`config.mk`:
```
export PLATFORM = sky130hd
export DESIGN_NAME = pdl_puf_array_ctrl
export DESIGN_NICKNAME = d
export VERILOG_FILES = /design/src/rtl/pdl_puf_pkg.sv /design/src/rtl/pdl_vote_counter.sv /design/src/rtl/pdl_puf_array_ctrl.sv
export SDC_FILE = /design/constraint.sdc
export NUM_CORES = 1
export LEC_CHECK = 0
export ABC_AREA = 1
export ABC_CLOCK_PERIOD_IN_PS = 1600
export CORE_UTILIZATION = 35
export DETAILED_ROUTE_END_ITERATION = 10
export GPL_TIMING_DRIVEN = 0
export PLACE_DENSITY = 0.72
export SLEW_MARGIN = 40
export SYNTH_ARGS = -nofsm -noshare
export SYNTH_HDL_FRONTEND = slang
export SYNTH_SLANG_ARGS = --single-unit
```
`constraint.sdc`:
```
create_clock -name clk -period 1.6 [get_ports clk]
set_clock_uncertainty 0.2 [all_clocks]
set_input_delay 0.32 -clock clk [delete_from_list [all_inputs] [get_ports clk]]
set_output_delay 0.32 -clock clk [all_outputs]
set_load 0.005 [all_outputs]
```
`src/rtl/pdl_puf_pkg.sv`:
```
// Shared types, default parameters and voting helper for the PDL PUF array controller.
package pdl_puf_pkg;

   typedef enum logic [2:0] {
      ST_IDLE    = 3'd0,
      ST_ARM     = 3'd1,
      ST_FIRE    = 3'd2,
      ST_SAMPLE  = 3'd3,
      ST_RELEASE = 3'd4,
      ST_DONE    = 3'd5
   } state_t;

   localparam int unsigned DEF_NUM_PUF       = 16;
   localparam int unsigned DEF_PDL_LEN       = 64;
   localparam int unsigned DEF_NUM_EVAL      = 7;
   localparam int unsigned DEF_RESET_CYCLES  = 4;
   localparam int unsigned DEF_SETTLE_CYCLES = 8;

   // A channel votes 1 when its ones-count exceeds this value.
   function automatic int unsigned majority_threshold(input int unsigned num_eval);
      return num_eval / 2;
   endfunction

endpackage

```
`src/rtl/pdl_vote_counter.sv`:
```
// Per-channel ones-counter with majority and unanimity decode.
module pdl_vote_counter
   import pdl_puf_pkg::*;
#(
   parameter int unsigned NUM_EVAL = DEF_NUM_EVAL
) (
   input  logic clk,
   input  logic reset,
   input  logic clr,
   input  logic inc,
   input  logic en,
   output logic majority_c,
   output logic stable_c
);

   localparam int unsigned CNT_W = $clog2(NUM_EVAL + 1);

   logic [CNT_W-1:0] ones_q;

   // Increment is capped at NUM_EVAL so the count can never wrap.
   always_ff @(posedge clk) begin
      if (reset || clr) begin
         ones_q <= '0;
      end else if (inc && (ones_q != CNT_W'(NUM_EVAL))) begin
         ones_q <= ones_q + CNT_W'(1);
      end
   end

   assign majority_c = (ones_q > CNT_W'(majority_threshold(NUM_EVAL)));
   assign stable_c   = en & ((ones_q == '0) | (ones_q == CNT_W'(NUM_EVAL)));

endmodule

```
`src/rtl/pdl_puf_array_ctrl.sv`:
```
// Sequencer for a PDL PUF array: arm, launch, sample and majority-vote each channel
// over NUM_EVAL repeated evaluations of a latched challenge.
module pdl_puf_array_ctrl
   import pdl_puf_pkg::*;
#(
   parameter int unsigned NUM_PUF       = DEF_NUM_PUF,
   parameter int unsigned PDL_LEN       = DEF_PDL_LEN,
   parameter int unsigned NUM_EVAL      = DEF_NUM_EVAL,
   parameter int unsigned RESET_CYCLES  = DEF_RESET_CYCLES,
   parameter int unsigned SETTLE_CYCLES = DEF_SETTLE_CYCLES
) (
   input  logic               clk,
   input  logic               reset,
   input  logic               start,
   input  logic [PDL_LEN-1:0] challenge_top,
   input  logic [PDL_LEN-1:0] challenge_bottom,
   input  logic [NUM_PUF-1:0] channel_en,
   output logic [PDL_LEN-1:0] s_tp,
   output logic [PDL_LEN-1:0] s_btm,
   output logic [NUM_PUF-1:0] s1,
   output logic [NUM_PUF-1:0] s2,
   output logic               puf_reset,
   input  logic [NUM_PUF-1:0] puf_resp,
   output logic               busy,
   output logic               done,
   output logic [NUM_PUF-1:0] response,
   output logic [NUM_PUF-1:0] stable
);

   localparam int unsigned CNT_W     = $clog2(NUM_EVAL + 1);
   localparam int unsigned PHASE_MAX = (RESET_CYCLES > SETTLE_CYCLES) ? RESET_CYCLES : SETTLE_CYCLES;
   localparam int unsigned TMR_W     = (PHASE_MAX > 1) ? $clog2(PHASE_MAX) : 1;

   state_t             state_q, state_d;
   logic [TMR_W-1:0]   tmr_q, tmr_d;
   logic [CNT_W-1:0]   eval_q, eval_d;
   logic               accept_c;
   logic               sample_c;
   logic               fire_c;
   logic [NUM_PUF-1:0] en_q;
   logic [NUM_PUF-1:0] resp_meta_q, resp_sync_q;
   logic [NUM_PUF-1:0] maj_c, stab_c;

   (* KEEP = "TRUE" *) logic [NUM_PUF-1:0] s1_q;
   (* KEEP = "TRUE" *) logic [NUM_PUF-1:0] s2_q;

   assign s1 = s1_q;
   assign s2 = s2_q;

   // State, phase timer and evaluation counter registers.
   always_ff @(posedge clk) begin
      if (reset) begin
         state_q <= ST_IDLE;
         tmr_q   <= '0;
         eval_q  <= '0;
      end else begin
         state_q <= state_d;
         tmr_q   <= tmr_d;
         eval_q  <= eval_d;
      end
   end

   always_comb begin
      state_d  = state_q;
      tmr_d    = tmr_q;
      eval_d   = eval_q;
      accept_c = 1'b0;
      sample_c = 1'b0;
      case (state_q)
         ST_IDLE: begin
            if (start) begin
               accept_c = 1'b1;
               eval_d   = '0;
               tmr_d    = '0;
               state_d  = ST_ARM;
            end
         end
         ST_ARM: begin
            if (tmr_q == TMR_W'(RESET_CYCLES - 1)) begin
               tmr_d   = '0;
               state_d = ST_FIRE;
            end else begin
               tmr_d = tmr_q + TMR_W'(1);
            end
         end
         ST_FIRE: begin
            if (tmr_q == TMR_W'(SETTLE_CYCLES - 1)) begin
               tmr_d   = '0;
               state_d = ST_SAMPLE;
            end else begin
               tmr_d = tmr_q + TMR_W'(1);
            end
         end
         ST_SAMPLE: begin
            sample_c = 1'b1;
            state_d  = ST_RELEASE;
         end
         ST_RELEASE: begin
            eval_d  = eval_q + CNT_W'(1);
            state_d = (eval_q == CNT_W'(NUM_EVAL - 1)) ? ST_DONE : ST_ARM;
         end
         ST_DONE: begin
            state_d = ST_IDLE;
         end
         default: begin
            state_d = ST_IDLE;
         end
      endcase
   end

   // Outputs are decoded from the next state so they line up with the state register.
   assign fire_c = (state_d == ST_FIRE) || (state_d == ST_SAMPLE);

   always_ff @(posedge clk) begin
      if (reset) begin
         s_tp      <= '0;
         s_btm     <= '0;
         en_q      <= '0;
         s1_q      <= '0;
         s2_q      <= '0;
         puf_reset <= 1'b1;
         busy      <= 1'b0;
         done      <= 1'b0;
         response  <= '0;
         stable    <= '0;
      end else begin
         if (accept_c) begin
            s_tp  <= challenge_top;
            s_btm <= challenge_bottom;
            en_q  <= channel_en;
         end
         s1_q      <= fire_c ? en_q : '0;
         s2_q      <= fire_c ? en_q : '0;
         puf_reset <= ~fire_c;
         busy      <= (state_d != ST_IDLE);
         done      <= (state_d == ST_DONE);
         if (state_d == ST_DONE) begin
            response <= maj_c;
            stable   <= stab_c;
         end
      end
   end

   // Arbiter outputs are asynchronous to the race; two flops before use.
   always_ff @(posedge clk) begin
      if (reset) begin
         resp_meta_q <= '0;
         resp_sync_q <= '0;
      end else begin
         resp_meta_q <= puf_resp;
         resp_sync_q <= resp_meta_q;
      end
   end

   for (genvar i = 0; i < NUM_PUF; i++) begin : g_vote
      pdl_vote_counter #(
         .NUM_EVAL (NUM_EVAL)
      ) u_vote (
         .clk        (clk),
         .reset      (reset),
         .clr        (accept_c),
         .inc        (sample_c & en_q[i] & resp_sync_q[i]),
         .en         (en_q[i]),
         .majority_c (maj_c[i]),
         .stable_c   (stab_c[i])
      );
   end

endmodule

```
Word-level counts from Yosys, hierarchy flattened
Index checks and enable logic that the tools add are counted.
{"block": "classes", "order_cmp": 16, "muxes": 13, "bitwise": 65, "n_reduce_logical": 41, "n_addsub": 18, "mul": 0, "n_shift": 0, "eq_ne": 43, "n_div": 0}
{"op": "$eq 3x3->1 const B", "n": 20}
{"op": "$add 3x1->3 const B", "n": 18}
{"op": "$logic_not 3->1", "n": 17}
{"op": "$and 1x1->1", "n": 48}
{"op": "$gt 3x2->1 const B", "n": 16}
{"op": "$ne 3x3->1 const B", "n": 16}
{"op": "$mux 3", "n": 7}
{"op": "$logic_and 1x1->1", "n": 16}
{"op": "$or 1x1->1", "n": 16}
{"op": "$eq 3x2->1 const B", "n": 5}
{"op": "$pmux 3 s5", "n": 1}
{"op": "$pmux 3 s3", "n": 1}
{"op": "$pmux 3 s2", "n": 1}
{"op": "$reduce_bool 3->1", "n": 2}
{"op": "$reduce_and 2->1", "n": 2}
{"op": "$eq 3x1->1 const B", "n": 1}
{"op": "$mux 1", "n": 3}
{"op": "$logic_or 1x1->1", "n": 2}
{"op": "$ne 2x2->1 const B", "n": 1}
{"op": "$reduce_bool 2->1", "n": 1}
{"op": "$reduce_or 2->1", "n": 1}
{"op": "$not 1->1", "n": 1}
{"block": "word_totals", "in_bits": 163, "reg_bits": 284, "mem_bits_rw": 0, "latch_bits": 0, "mem_bits_ro": 0, "memories": 0}

Depth between registers and ports, before layout
{"block": "logic_depth", "ltp_word": 7, "ltp_mapped": 9}

Hierarchy
Synthesis repeated with hierarchy kept, for this count alone.
{"block": "unflattened", "cells_unflattened": 1544, "hier_area_um2": 11659.9}
{"module": "pdl_puf_array_ctrl", "n_inst": 1, "area_per_inst_um2": 8256.7, "cells_per_inst": 1032, "seq_area_each_um2": 4724.5}
{"module": "pdl_vote_counter", "n_inst": 16, "area_per_inst_um2": 212.7, "cells_per_inst": 32, "seq_area_each_um2": 60.1}

Worst setup path after synthesis
OpenSTA, ideal clock, no wires.
{"block": "synth_timing", "path_kind": "register to register", "startpoint": "register tmr_q[0]", "endpoint": "register s2_q[10] (netlist: s2[10])", "setup_ns": 0.116, "period_less_slack_ns": 1.680, "path_stages_with_launch": 10, "t_arrival_ns": 1.364, "path_buffers": 1, "t_required_ns": 1.284, "setup_slack_ns": -0.080, "path_cell_list": "dfxtp_1 > ha_1 > ha_1 > inv_1 > nand2_1 > nand3_1 > nand2_1 > nand2_1 > buf_2 > nor2_1"}
{"block": "synth_via", "elab_chain_len": 7, "word_cells_on_any_way": 10, "cone_classes": "eq/ne: 4; mux: 3; bitwise: 1; reduce/logical: 2"}
{"element": "from (decl)", "line": "pdl_puf_array_ctrl.sv:35", "rtl": "logic [TMR_W-1:0] tmr_q, tmr_d;"}
{"element": "from (signal assigned)", "line": "pdl_puf_array_ctrl.sv:58", "rtl": "tmr_q <= tmr_d;"}
{"element": "$eq 3x3->1 / $eq 3x2->1 (equally long branches)", "line": "pdl_puf_array_ctrl.sv:87, pdl_puf_array_ctrl.sv:79"}
{"element": "$mux 3 (on tied branches)", "line": "pdl_puf_array_ctrl.sv:87, pdl_puf_array_ctrl.sv:79"}
{"element": "$pmux 3 s5 (*)", "line": "pdl_puf_array_ctrl.sv:69", "rtl": "case (state_q)"}
{"element": "$eq 3x2->1", "line": "pdl_puf_array_ctrl.sv:112", "rtl": "assign fire_c = (state_d == ST_FIRE) || (state_d == ST_SAMPLE);"}
{"element": "$logic_or 1x1->1 (*)", "line": "pdl_puf_array_ctrl.sv:112"}
{"element": "$not 1->1 (no source line) (*)"}
{"element": "$reduce_or 2->1 (no source line) (*)"}
{"element": "to (signal assigned)", "line": "pdl_puf_array_ctrl.sv:133", "rtl": "s2_q <= fire_c ? en_q : '0;"}
{"element": "to (decl)", "line": "pdl_puf_array_ctrl.sv:45", "rtl": "(* KEEP = \"TRUE\" *) logic [NUM_PUF-1:0] s2_q;"}
Mark *: on every way between the ends. The rest lies on a longest branch, timed or not.
A chain may end at the register's enable or synchronous reset.

Worst setup path in the final report
{"block": "layout_timing", "startpoint": "register state_q[1]", "endpoint": "register tmr_q[1]"}
{"block": "layout_via", "elab_chain_len": 3, "word_cells_on_any_way": 7, "cone_classes": "eq/ne: 3; mux: 1; reduce/logical: 3"}
{"element": "from (decl)", "line": "pdl_puf_array_ctrl.sv:34", "rtl": "state_t state_q, state_d;"}
{"element": "from (signal assigned)", "line": "pdl_puf_array_ctrl.sv:57", "rtl": "state_q <= state_d;"}
{"element": "$eq 3x2->1 (tied with other cells)", "line": "pdl_puf_array_ctrl.sv:69"}
{"element": "$reduce_bool 3->1 (no source line) / $ne 2x2->1 (equally long branches)"}
{"element": "$reduce_and 2->1 (no source line)"}
Several ways; a longest one is shown, not always the timed one.

==> impl_metrics.csv <==
group,metric,value,unit
pwr,switchingPower,4180,uW
synthesis,number_of_nets_in_the_synthesized_netlist,1691,
pwr,p_sw_share,25.0,%
worst_setup_path,path_common_cell,"nor2_1",
synthesis,synthesis.yosys.warnings,0,
worst_hold_path,hp-class,"primary input to register",
clock_network,clk_path_buf_depth,3,
worst_setup_path,critical_path.cell_chain,"nor2_4 -> buf_12 -> clkbuf_4 -> nand4_1 -> o21ai_0 -> nor2_1 -> nor2_1",
worst_setup_path,required,1.88,ns
worst_hold_path,worstHoldPathCells,3,
clock_network,cts-buffers-inserted,30,
place,io_buffer_count,356,
clock_network,worstSkewPairLatency,0.56,ns
run_status,failing_checks,"setup timing",
pwr,share_clk_of_total_power,42.2,%
synthesis,synthAdderAreaFrac,7.68,%
worst_setup_path,cp_data_arrival_time,1.94,ns
die,die_width,183,um
routing,avgRoutedWirePerCell,17.8,um
routing,totalWireLength,41.7,mm
routing,detailed_route_iter0_violations,603,
routing,count_of_vias_placed_by_the_detailed_router,11600,
sta,timing.slew.headroom,51.0,%
die,initial_core_utilization,35.9,%
sta,fmaxAchievable,602,MHz
synthesis,synth-compound-area-share,12.9,%
sta,finalMaxSlewViolations,0,
grt,global_route.overflow_total,0,
pwr,leakage,0.00747,uW
worst_setup_path,worst_setup_path_start_kind,"register",
place,post_detail_place_hpwl,27.8,mm
synthesis,seq_area_frac_synth,49.8,%
synthesis,yosys.cell_types.count,21,
grt,wire_length_of_the_first_global_routing_pass,59.2,mm
cells_and_area,multi_input_area,0.00552,mm^2
routing,vias_per_cell,4.96,
die,fp-row-count,65,
place,placedInstanceArea,0.0155,mm^2
sta,period_minus_slack,1.66,ns
worst_setup_path,cp_slowest_stage_delay,0.38,ns
synthesis,synth_top_cell_by_area,"dfxtp_1",
sta,final.setup.worst_slack,-0.0605,ns
synthesis,synthSimpleGateAreaFrac,21.1,%
die,die_h,183,um
sta,setup_viol,35,
synthesis,synthCells,1458,
synthesis,synth_area_leaders,"dfxtp_1 50%, a21oi_1 9.7%, nand2_1 8.9%",
synthesis,synth.cell_area,0.0114,mm^2
pwr,powerDensity,948,mW/mm^2
cells_and_area,ratio_of_cells_with_drive_above_1_in_the_final_layout,36.5,%
synthesis,dominant_combinational_cell_family_by_area_after_synthesis,"simple AND/OR/NAND/NOR gates",
grt,grt_antenna_before_repair,1,
sta,fin_hold_ws,0.0735,ns
synthesis,syn-mean-instance-area,7.83,um^2
cells_and_area,regArea,0.00591,mm^2
sta,rsz0062_at_grt,"true",
cells_and_area,layout.cell_area.non_filler,0.0176,mm^2
grt,global_route.usage.total,22.5,%
routing,drc,0,
die,ioPinCount,358,
sta,period_share,104,%
run,drv.max_cap_violation_count,0,
sta,finalHoldViolations,0,
die,core_region_area,0.0318,mm^2
cells_and_area,mostFrequentLayoutCell,"nand2_1",
clock_network,clkSlewWorstSetupHoldPaths,0.06,ns
worst_setup_path,crit_path_top_delay_cell,"dfxtp_4",
worst_setup_path,worstRegToRegCells,7,
pwr,seq_power_share,45.3,%
clock_network,clock_sink_count,284,
die,die-area,0.0333,mm^2
cells_and_area,fill_cells,2812,
worst_setup_path,timing.critical_path.to_type,"register",
worst_setup_path,critPathMaxFanout,10,
synthesis,synth_xor_xnor_area_share,0,%
worst_setup_path,r2r_slack,-0.06,ns
worst_setup_path,critPathKind,"register to register",
grt,grt_start_max_net_pins,15,
cells_and_area,area.growth.synth_to_final,54.6,%
cells_and_area,final_cell_mix,"231 x nand2_1, 189 x a21oi_1, 180 x buf_2, 164 x dfxtp_2, 161 x clkdlybuf4s50_1",
cells_and_area,final_nets,2120,
clock_network,tritoncts,"done",
routing,drt_first_pass_iters,5,
place,place_congestion,0.881,
run_status,run_status,"finished with violations",
clock_network,clk_root_buffer_cell,"clkbuf_16",
sta,actual_transition_at_the_worst_max_transition_pin,0.735,ns
synthesis,synthMuxAreaShare,0,%
grt,via_count_of_the_first_global_routing_pass,11300,
synthesis,synthDominantCellAreaShare,49.8,%
routing,antenna_violating_nets_left,0,
pwr,irDropWorstVdd,0.730,mV
pwr,internal_power_summed_over_all_cells,12500,uW
synthesis,yosys_register_bits,284,
clock_network,h-tree-depth,1,
pwr,comb_power_share,12.5,%
what timing repair did:
item	4_1_cts	5_1_grt
hold endpoints to repair	0	0
buffers inserted	27	21
hold buffers	0	0
pin swaps	8	35
cloned	4	8
endpoints found under the setup margin	444	274
resized for setup	1104	270
worst max-delay path: cells and delay by family (launching register included):
kind / cells / cell delay, ns
flops: 1 / 0.38
buf+inv: 2 / 0.41
compound gates: 1 / 0.12
simple gates: 4 / 0.46
area by class of cell:
type | count | share of cell area [%]
Antenna cell | 1 | 0.0142
Buffer | 81 | 4.16
Clock buffer | 42 | 4.92
Clock inverter | 12 | 0.709
Inverter | 128 | 2.78
Multi-Input combinational cell | 947 | 31.3
Sequential cell | 284 | 33.5
Tap cell | 435 | 3.09
Timing Repair Buffer | 415 | 19.5
cells in the mapped netlist, drive strengths merged:
master,number
a211oi,1
a21oi,223
buf,63
clkbuf,37
dfxtp,284
ha,70
inv,128
nand2,271
nand3,143
nand3b,3
nand4,2
nor2,157
nor3,7
o21ai,68
or2,1
metrics by stage:
step	setup WS [ns]	TNS [ns]	total power, uW	util [%]	cells
6_report	-0.0605	-0.732	16700	55.5	2345
5_1_grt	-0.140	-3.52	17200	55.5	2345
3_3_place_gp	-0.905	-161.50	9510	48.8	2249
4_1_cts	-0.0522	-0.523	16500	52.5	2333
3_5_place_dp	-0.912	-164.09	9540	48.8	2249
2_1_floorplan	0.0186	0	8370	-	1458
state kept, by name, indices dropped and copies added, names as in the netlist, 3 cells and up:
signal / count
s_btm: 64
s_tp: 64
g_vote.u_vote.ones_q: 48
en_q: 16
resp_meta_q: 16
resp_sync_q: 16
response: 16
s2: 16
stable: 16
eval_q: 3
state_q: 3
tmr_q: 3
final timing paths:
| path | start | end |
|---|---|---|
| worst min register to register | resp_meta_q[6] | resp_sync_q[6] |
| worst max register to register | state_q[1] | tmr_q[1] |
| worst max-delay path | state_q[1] | tmr_q[1] |
| worst min-delay path | puf_resp[7] | resp_meta_q[7] |
metal layers:
layer  vias up  part of all wire (%)  GRT usage [%]  wire, um
met1      5461                    39           25.9     16200
li1       5567                     -              -         -
met2       495                    49           40.0     20600
met4         0                   4.5           9.08      1870
met5         -                     0              0         0
met3       106                   7.4           5.21      3090
logic make-up after synthesis:
logic type / Yosys count
adders and majority gates: 70
and+or+nand+nor: 584
AOI/OAI and AO/OA: 292
DFF: 284
buffers and inverters: 228
power groups by stage:
stage               clock [uW]  sequential, uW  combinational [uW]
floorplan                    0            7670                 702
global placement             0            7670                1850
detailed placement           0            7670                1860
CTS                       7140            7540                1850
global route              7390            7600                2260
finish                    7050            7570                2100
No activity file was read; power rests on OpenSTA's default activity.
